$ cat config.mk
export PLATFORM = sky130hd
export DESIGN_NAME = branch_flush_ctrl
export DESIGN_NICKNAME = d
export VERILOG_FILES = /design/src/rtl/riscv_branch_pkg.sv /design/src/rtl/branch_flush_ctrl_if.sv /design/src/rtl/bht_counter_array.sv /design/src/rtl/branch_flush_ctrl.sv
export SDC_FILE = /design/constraint.sdc
export NUM_CORES = 1
export LEC_CHECK = 0
export CAP_MARGIN = 10
export CORE_MARGIN = 2
export CORE_UTILIZATION = 49
export CTS_BUF_LIST = sky130_fd_sc_hd__clkbuf_4
export DETAILED_ROUTE_END_ITERATION = 16
export HOLD_SLACK_MARGIN = 0.02
export PLACE_DENSITY = 0.83
export SYNTH_ARGS = -nofsm -noshare
export SYNTH_HDL_FRONTEND = slang
export SYNTH_SLANG_ARGS = --single-unit
export TNS_END_PERCENT = 30
$ cat constraint.sdc
create_clock -name clk_i -period 2.9 [get_ports clk_i]
set_input_delay 0.29 -clock clk_i [delete_from_list [all_inputs] [get_ports clk_i]]
set_output_delay 0.29 -clock clk_i [all_outputs]
set_load 0.02 [all_outputs]
$ cat src/rtl/riscv_branch_pkg.sv
// Shared types for the branch flush controller: FSM states, 2-bit BHT counters
// and the saturating counter update.
package riscv_branch_pkg;

  typedef enum logic {
    ST_RUN   = 1'b0,
    ST_FLUSH = 1'b1
  } state_t;

  typedef logic [1:0] ctr_t;

  localparam ctr_t CTR_RESET = 2'b01;

  function automatic ctr_t ctr_update(input ctr_t c, input logic taken);
    if (taken) return (c == 2'b11) ? c : c + 2'b01;
    else       return (c == 2'b00) ? c : c - 2'b01;
  endfunction

endpackage

$ cat src/rtl/branch_flush_ctrl_if.sv
// Interfaces: the BHT access channel between controller and counter array,
// and a bundle of the EX-stage resolve signals for whoever drives the controller.
interface bht_port_if #(
  parameter int IDX_W = 4
);
  logic [IDX_W-1:0]        rd_idx;
  riscv_branch_pkg::ctr_t  rd_ctr;
  logic                    wr_en;
  logic [IDX_W-1:0]        wr_idx;
  logic                    wr_taken;

  modport master (output rd_idx, wr_en, wr_idx, wr_taken, input rd_ctr);
  modport slave  (input rd_idx, wr_en, wr_idx, wr_taken, output rd_ctr);
endinterface


$ cat src/rtl/bht_counter_array.sv
// Array of 2-bit branch history counters: one combinational read port and a
// synchronous saturating-update write port. Reads see the pre-update value.
module bht_counter_array
  import riscv_branch_pkg::*;
#(
  parameter int ENTRIES = 16
) (
  input  logic      clk,
  input  logic      rst,
  bht_port_if.slave bht
);

  ctr_t mem [ENTRIES];

  assign bht.rd_ctr = mem[bht.rd_idx];

  always_ff @(posedge clk) begin
    if (rst) begin
      for (int i = 0; i < ENTRIES; i++) mem[i] <= CTR_RESET;
    end else if (bht.wr_en) begin
      mem[bht.wr_idx] <= ctr_update(mem[bht.wr_idx], bht.wr_taken);
    end
  end

endmodule

$ cat src/rtl/branch_flush_ctrl.sv
// Branch direction predictor plus mispredict flush/redirect sequencer.
//   state    | meaning
//   ST_RUN   | resolving branches, updating BHT, no flush
//   ST_FLUSH | squash pipe and redirect PC; held while front end stalls
module branch_flush_ctrl
  import riscv_branch_pkg::*;
#(
  parameter int BHT_ENTRIES = 16,
  parameter int IDX_LSB     = 2
) (
  input  logic        clk_i,
  input  logic        rst_i,
  input  logic [31:0] fetch_pc_i,
  output logic        predict_taken_o,
  input  logic        ex_valid_i,
  input  logic        ex_branch_i,
  input  logic        ex_cond_i,
  input  logic [31:0] ex_pc_i,
  input  logic        ex_pred_taken_i,
  input  logic [31:0] ex_target_i,
  input  logic        stall_i,
  output logic        flush_o,
  output logic        redirect_o,
  output logic [31:0] redirect_pc_o,
  output logic [31:0] branch_cnt_o,
  output logic [31:0] mispredict_cnt_o
);

  localparam int IDX_W = $clog2(BHT_ENTRIES);

  state_t      state, state_nxt;
  logic        taken, resolve, mispredict;
  logic [31:0] redirect_pc_q, redirect_pc_nxt;
  logic [31:0] branch_cnt_q, mispredict_cnt_q;
  logic        unused_bits;

  bht_port_if #(.IDX_W(IDX_W)) bht ();

  bht_counter_array #(.ENTRIES(BHT_ENTRIES)) u_bht (
    .clk (clk_i),
    .rst (rst_i),
    .bht (bht)
  );

  // Only the index slice of the fetch PC matters to the predictor.
  assign unused_bits = ^fetch_pc_i;

  assign taken      = ex_branch_i & ex_cond_i;
  assign resolve    = (state == ST_RUN) & ex_valid_i & ex_branch_i;
  assign mispredict = resolve & (taken != ex_pred_taken_i);

  assign bht.rd_idx   = fetch_pc_i[IDX_LSB +: IDX_W];
  assign bht.wr_en    = resolve;
  assign bht.wr_idx   = ex_pc_i[IDX_LSB +: IDX_W];
  assign bht.wr_taken = taken;

  assign predict_taken_o  = bht.rd_ctr[1];
  assign redirect_pc_o    = redirect_pc_q;
  assign branch_cnt_o     = branch_cnt_q;
  assign mispredict_cnt_o = mispredict_cnt_q;

  always_ff @(posedge clk_i) begin
    if (rst_i) begin
      state            <= ST_RUN;
      redirect_pc_q    <= 32'h0;
      branch_cnt_q     <= 32'h0;
      mispredict_cnt_q <= 32'h0;
    end else begin
      state         <= state_nxt;
      redirect_pc_q <= redirect_pc_nxt;
      if (resolve)    branch_cnt_q     <= branch_cnt_q + 32'd1;
      if (mispredict) mispredict_cnt_q <= mispredict_cnt_q + 32'd1;
    end
  end

  always_comb begin
    state_nxt       = state;
    redirect_pc_nxt = redirect_pc_q;
    flush_o         = 1'b0;
    redirect_o      = 1'b0;
    case (state)
      ST_RUN: begin
        if (mispredict) begin
          state_nxt       = ST_FLUSH;
          redirect_pc_nxt = taken ? ex_target_i : ex_pc_i + 32'd4;
        end
      end
      ST_FLUSH: begin
        flush_o    = 1'b1;
        redirect_o = 1'b1;
        if (!stall_i) state_nxt = ST_RUN;
      end
      default: state_nxt = ST_RUN;
    endcase
  end

endmodule

==> report_table.html <==
<table>
<tr><th>Metric</th><th>Value</th></tr>
<tr><th colspan="2">Placement</th></tr>
<tr><td>Post-placement setup slack</td><td>around 0.11 ns</td></tr>
<tr><td>DP HPWL</td><td>12800 um</td></tr>
<tr><td>RD Place Congestion</td><td>0.833</td></tr>
<tr><td>Area post-placement</td><td>8630 um^2</td></tr>
<tr><td>Placed insts</td><td>1078</td></tr>
<tr><td>Port Buffer Count</td><td>173</td></tr>
<tr><th colspan="2">Timing</th></tr>
<tr><td>Unrepaired setup endpoints after global routing</td><td>no</td></tr>
<tr><td>Layout Skew</td><td>just under 0.008 ns</td></tr>
<tr><td>Post-route minimum period</td><td>about 2.8 ns</td></tr>
<tr><td>Final Hold Viols</td><td>0</td></tr>
<tr><td>Setup TNS</td><td>0 ns</td></tr>
<tr><td>Worst-margin pin slew</td><td>0.973 ns</td></tr>
<tr><td>Max_slew headroom</td><td>35.1%</td></tr>
<tr><td>Final count of pins violating max slew</td><td>0</td></tr>
<tr><td>PnR worst setup slack</td><td>0.108 ns</td></tr>
<tr><td>Smallest hold slack</td><td>0.314 ns</td></tr>
<tr><td>Final Cycle Share</td><td>between 90% and 100%</td></tr>
<tr><td>Setup Viol. Count Final</td><td>0</td></tr>
<tr><td>Maximum achievable frequency</td><td>358 MHz</td></tr>
<tr><th colspan="2">Global route</th></tr>
<tr><td>GR Layer Usage met2</td><td>about 37%</td></tr>
<tr><td>GRT overflow</td><td>0</td></tr>
<tr><td>GR peak layer</td><td>met2</td></tr>
<tr><td>Number of global-route vias before repair</td><td>5477</td></tr>
<tr><td>Fraction of met1 tracks used by global routing</td><td>33.3%</td></tr>
<tr><td>Wire length of the first global-routing pass</td><td>27700 um</td></tr>
<tr><td>Global Route met3 Usage</td><td>5.24%</td></tr>
<tr><td>GRT Total Usage</td><td>24.1%</td></tr>
<tr><td>Number of antenna violations at the first check in global routing</td><td>2</td></tr>
<tr><td>Maximum number of pins on one net before global-route repair</td><td>91</td></tr>
<tr><th colspan="2">Yosys</th></tr>
<tr><td>Sequential fraction of the synthesis area</td><td>around 44%</td></tr>
<tr><td>Synthesized area divided by synthesized cell count</td><td>8.83 um^2</td></tr>
<tr><td>Post-synthesis instance area</td><td>6670 um^2</td></tr>
<tr><td>Share of flip-flops with an asynchronous set or reset after synthesis</td><td>0%</td></tr>
<tr><td>Synth cell count leaders</td><td>97 x dfxtp_1, 84 x nor2_1, 78 x nand2_1</td></tr>
<tr><td>Most area-hungry cell type in the Yosys netlist</td><td>dfxtp_1</td></tr>
<tr><td>Synth top area share</td><td>29.1%</td></tr>
<tr><td>Net Count, Synth</td><td>approximately 860</td></tr>
<tr><td>EDFF count, synth</td><td>32</td></tr>
<tr><td>FF+latch count, synth</td><td>129</td></tr>
<tr><td>Leading cell types by total area after synthesis</td><td>dfxtp_1 29%, edfxtp_1 14%, nor2_1 4.7%, xnor2_1 4.7%, mux4_2 4.4%</td></tr>
<tr><td>Number of distinct library cells after synthesis</td><td>51</td></tr>
<tr><td>Commonest register cell after synthesis</td><td>dfxtp_1</td></tr>
<tr><td>Most frequent cell after synthesis</td><td>dfxtp_1</td></tr>
<tr><td>Warnings from Yosys</td><td>0</td></tr>
<tr><td>Post-Syn Instances</td><td>between 700 and 800</td></tr>
<tr><th colspan="2">Clock network</th></tr>
<tr><td>Maximum buffer depth of the clock tree</td><td>2</td></tr>
<tr><td>Number of buffers inserted to repair setup after CTS</td><td>0</td></tr>
<tr><td>CTS Hold Bufs</td><td>0</td></tr>
<tr><td>H-tree level count</td><td>4</td></tr>
<tr><td>Latest clock arrival within the worst-skew pair</td><td>0.53 ns</td></tr>
<tr><td>Inserted Clock Buffers</td><td>17</td></tr>
<tr><td>CTS tree</td><td>built</td></tr>
<tr><td>Worst-path clk slew</td><td>0.10 ns</td></tr>
<tr><td>Num Clock Sinks</td><td>approximately 130</td></tr>
<tr><td>Post-CTS resize count</td><td>0</td></tr>
<tr><td>Clock tree root driver cell</td><td>clkbuf_4</td></tr>
<tr><th colspan="2">Route</th></tr>
<tr><td>DR WL/cell</td><td>15.9 um</td></tr>
<tr><td>Total routed wirelength</td><td>17700 um</td></tr>
<tr><td>Iter 0 DRT Violations</td><td>530</td></tr>
<tr><td>Antenna violation net count after detailed routing</td><td>0</td></tr>
<tr><td>Average vias per placed instance</td><td>5.62</td></tr>
<tr><td>First drt pass iteration count</td><td>6</td></tr>
<tr><td>Via count</td><td>6247</td></tr>
<tr><td>Residual DRC</td><td>0</td></tr>
<tr><th colspan="2">Worst setup path</th></tr>
<tr><td>Worst path required time</td><td>between 2 and 3 ns</td></tr>
<tr><td>Kind of critical path</td><td>primary input to output port</td></tr>
<tr><td>Setup crit end kind</td><td>output port</td></tr>
<tr><td>Number of buffer and inverter stages on the critical path</td><td>2</td></tr>
<tr><td>Critical-path cell list</td><td>clkdlybuf4s50_1 -&gt; mux4_2 -&gt; mux4_2 -&gt; clkdlybuf4s50_1</td></tr>
<tr><td>CP max stage delay</td><td>0.62 ns</td></tr>
<tr><td>Startpoint class of the critical path</td><td>primary input</td></tr>
<tr><td>Top Family by Delay on Critical Path</td><td>buffers and inverters</td></tr>
<tr><td>Data arrival time at the worst-slack endpoint</td><td>2.50 ns</td></tr>
<tr><td>Largest fanout on the critical path</td><td>4</td></tr>
<tr><td>Crit path max-delay cell type</td><td>clkdlybuf4s50_1</td></tr>
<tr><th colspan="2">Pwr</th></tr>
<tr><td>Cell internal pwr</td><td>2.74 mW</td></tr>
<tr><td>Final Total Pwr</td><td>3.64 mW</td></tr>
<tr><td>Reported leakage power</td><td>2.98 nW</td></tr>
<tr><td>Clock share of power</td><td>34.4%</td></tr>
<tr><td>Share of total power in sequential cells</td><td>52.2%</td></tr>
<tr><td>Power spent charging and discharging nets</td><td>0.898 mW</td></tr>
<tr><td>Worst IR drop on VDD</td><td>275 uV</td></tr>
<tr><td>Net Sw Frac</td><td>24.7%</td></tr>
<tr><td>Pwr dens</td><td>408 nW/um^2</td></tr>
<tr><td>Combinational share of power</td><td>13.4%</td></tr>
<tr><th colspan="2">Die</th></tr>
<tr><td>Top Ports</td><td>202</td></tr>
<tr><td>X dimension of the die</td><td>121 um</td></tr>
<tr><td>Starting density of the core</td><td>50.3%</td></tr>
<tr><td>Core Area</td><td>13200 um^2</td></tr>
<tr><td>Count of standard-cell rows</td><td>between 40 and 50</td></tr>
<tr><td>DIE AREA</td><td>14600 um^2</td></tr>
<tr><td>Die boundary height</td><td>121 um</td></tr>
<tr><th colspan="2">Layout</th></tr>
<tr><td>Fill cell instance count of the final layout</td><td>roughly 1.1k</td></tr>
<tr><td>Design area</td><td>about 8900 um^2</td></tr>
<tr><td>Final #Nets</td><td>roughly 1.0k</td></tr>
<tr><td>Area growth syn-to-layout</td><td>33.6%</td></tr>
<tr><td>Fraction of final layout cells with drive strength greater than 1</td><td>8.15%</td></tr>
<tr><td>Number of standard cells in the final layout excluding fillers</td><td>1111</td></tr>
<tr><td>Util after Layout</td><td>67.3%</td></tr>
<tr><th colspan="2">Job</th></tr>
<tr><td>Max-capacitance violation count</td><td>0</td></tr>
<tr><th colspan="2">Outcome</th></tr>
<tr><td>Outcome</td><td>complete, no violations</td></tr>
<tr><th colspan="2">Min path</th></tr>
<tr><td>Classification of the worst-slack hold path</td><td>primary input to register</td></tr>
</table>
[layer usage]
metal / routed length (um) / share of wire, % / vias to the layer above
li1: - / - / 3057
met5: 0 / 0 / -
met1: 7850 / 44 / 2921
met3: 1080 / 6.1 / 35
met4: 512 / 2.9 / 0
met2: 8260 / 47 / 234
[power groups by stage]
stage / clock [mW] / combinational [mW] / sequential, mW
after floorplan: 0 / 0.207 / 1.97
after global placement: 0 / 0.480 / 1.94
after detailed placement: 0 / 0.486 / 1.94
after CTS: 1.28 / 0.488 / 1.90
after global routing: 1.36 / 0.525 / 1.90
final: 1.25 / 0.488 / 1.90
[registers in the layout, summed over array words and instances, names as in the netlist]
| register | count |
|---|---|
| u_bht.mem | 32 |
| mispredict_cnt_o | 32 |
| branch_cnt_o | 32 |
| redirect_pc_o | 32 |
| state | 1 |
[placed cells by master, fill, tap and decap left out, types with 23 or more instances in the layout]
master	instances
nor2_1	84
edfxtp_1	32
nand2_1	78
clkdlybuf4s50_1	172
dfxtp_1	97
a21oi_1	44
o21ai_0	28
and3_1	23
nand3_1	54
xnor2_1	36
xor2_1	28
[kinds of logic after synthesis]
family                   share of synthesized area (%)
AND/OR/NAND/NOR                                   26.7
flip-flops                                        43.5
AO/OA/AOI/OAI                                     10.4
buffers and inverters                             4.15
XOR/XNOR                                          8.41
multiplexers                                      5.65
adder cells (fa/ha/maj)                           1.13
[worst reg2reg max path: cells and delay by family (launching register included)]
kind / cells / cell delay, ns
AOI/OAI and AO/OA: 1 / 0.15
buffers and inverters: 1 / 0.19
DFF: 1 / 0.43
and+or+nand+nor: 4 / 1.49
[layout make-up]
| cell class | instances | area, um^2 | area share (%) |
|---|---|---|---|
| Antenna cell | 2 | 5.00 | 0.0562 |
| Clock buffer | 22 | 165 | 1.85 |
| Clock inverter | 9 | 115 | 1.29 |
| Inverter | 19 | 71.3 | 0.800 |
| Multi-Input combinational cell | 558 | 3490 | 39.2 |
| Sequential cell | 129 | 2900 | 32.6 |
| Tap cell | 176 | 220 | 2.47 |
| Timing Repair Buffer | 196 | 1940 | 21.7 |
[final timing paths]
check                                      start                to  slack (ns)  cells past startpoint
worst max-delay path               fetch_pc_i[2]   predict_taken_o        0.11                      4
worst min-delay path                     stall_i             state        0.31                      3
worst min register to register  redirect_pc_o[4]  redirect_pc_o[4]        0.46                      2
worst max register to register   branch_cnt_o[5]  branch_cnt_o[24]        0.58                      6
Note: power is estimated with default switching activity, not from simulation.
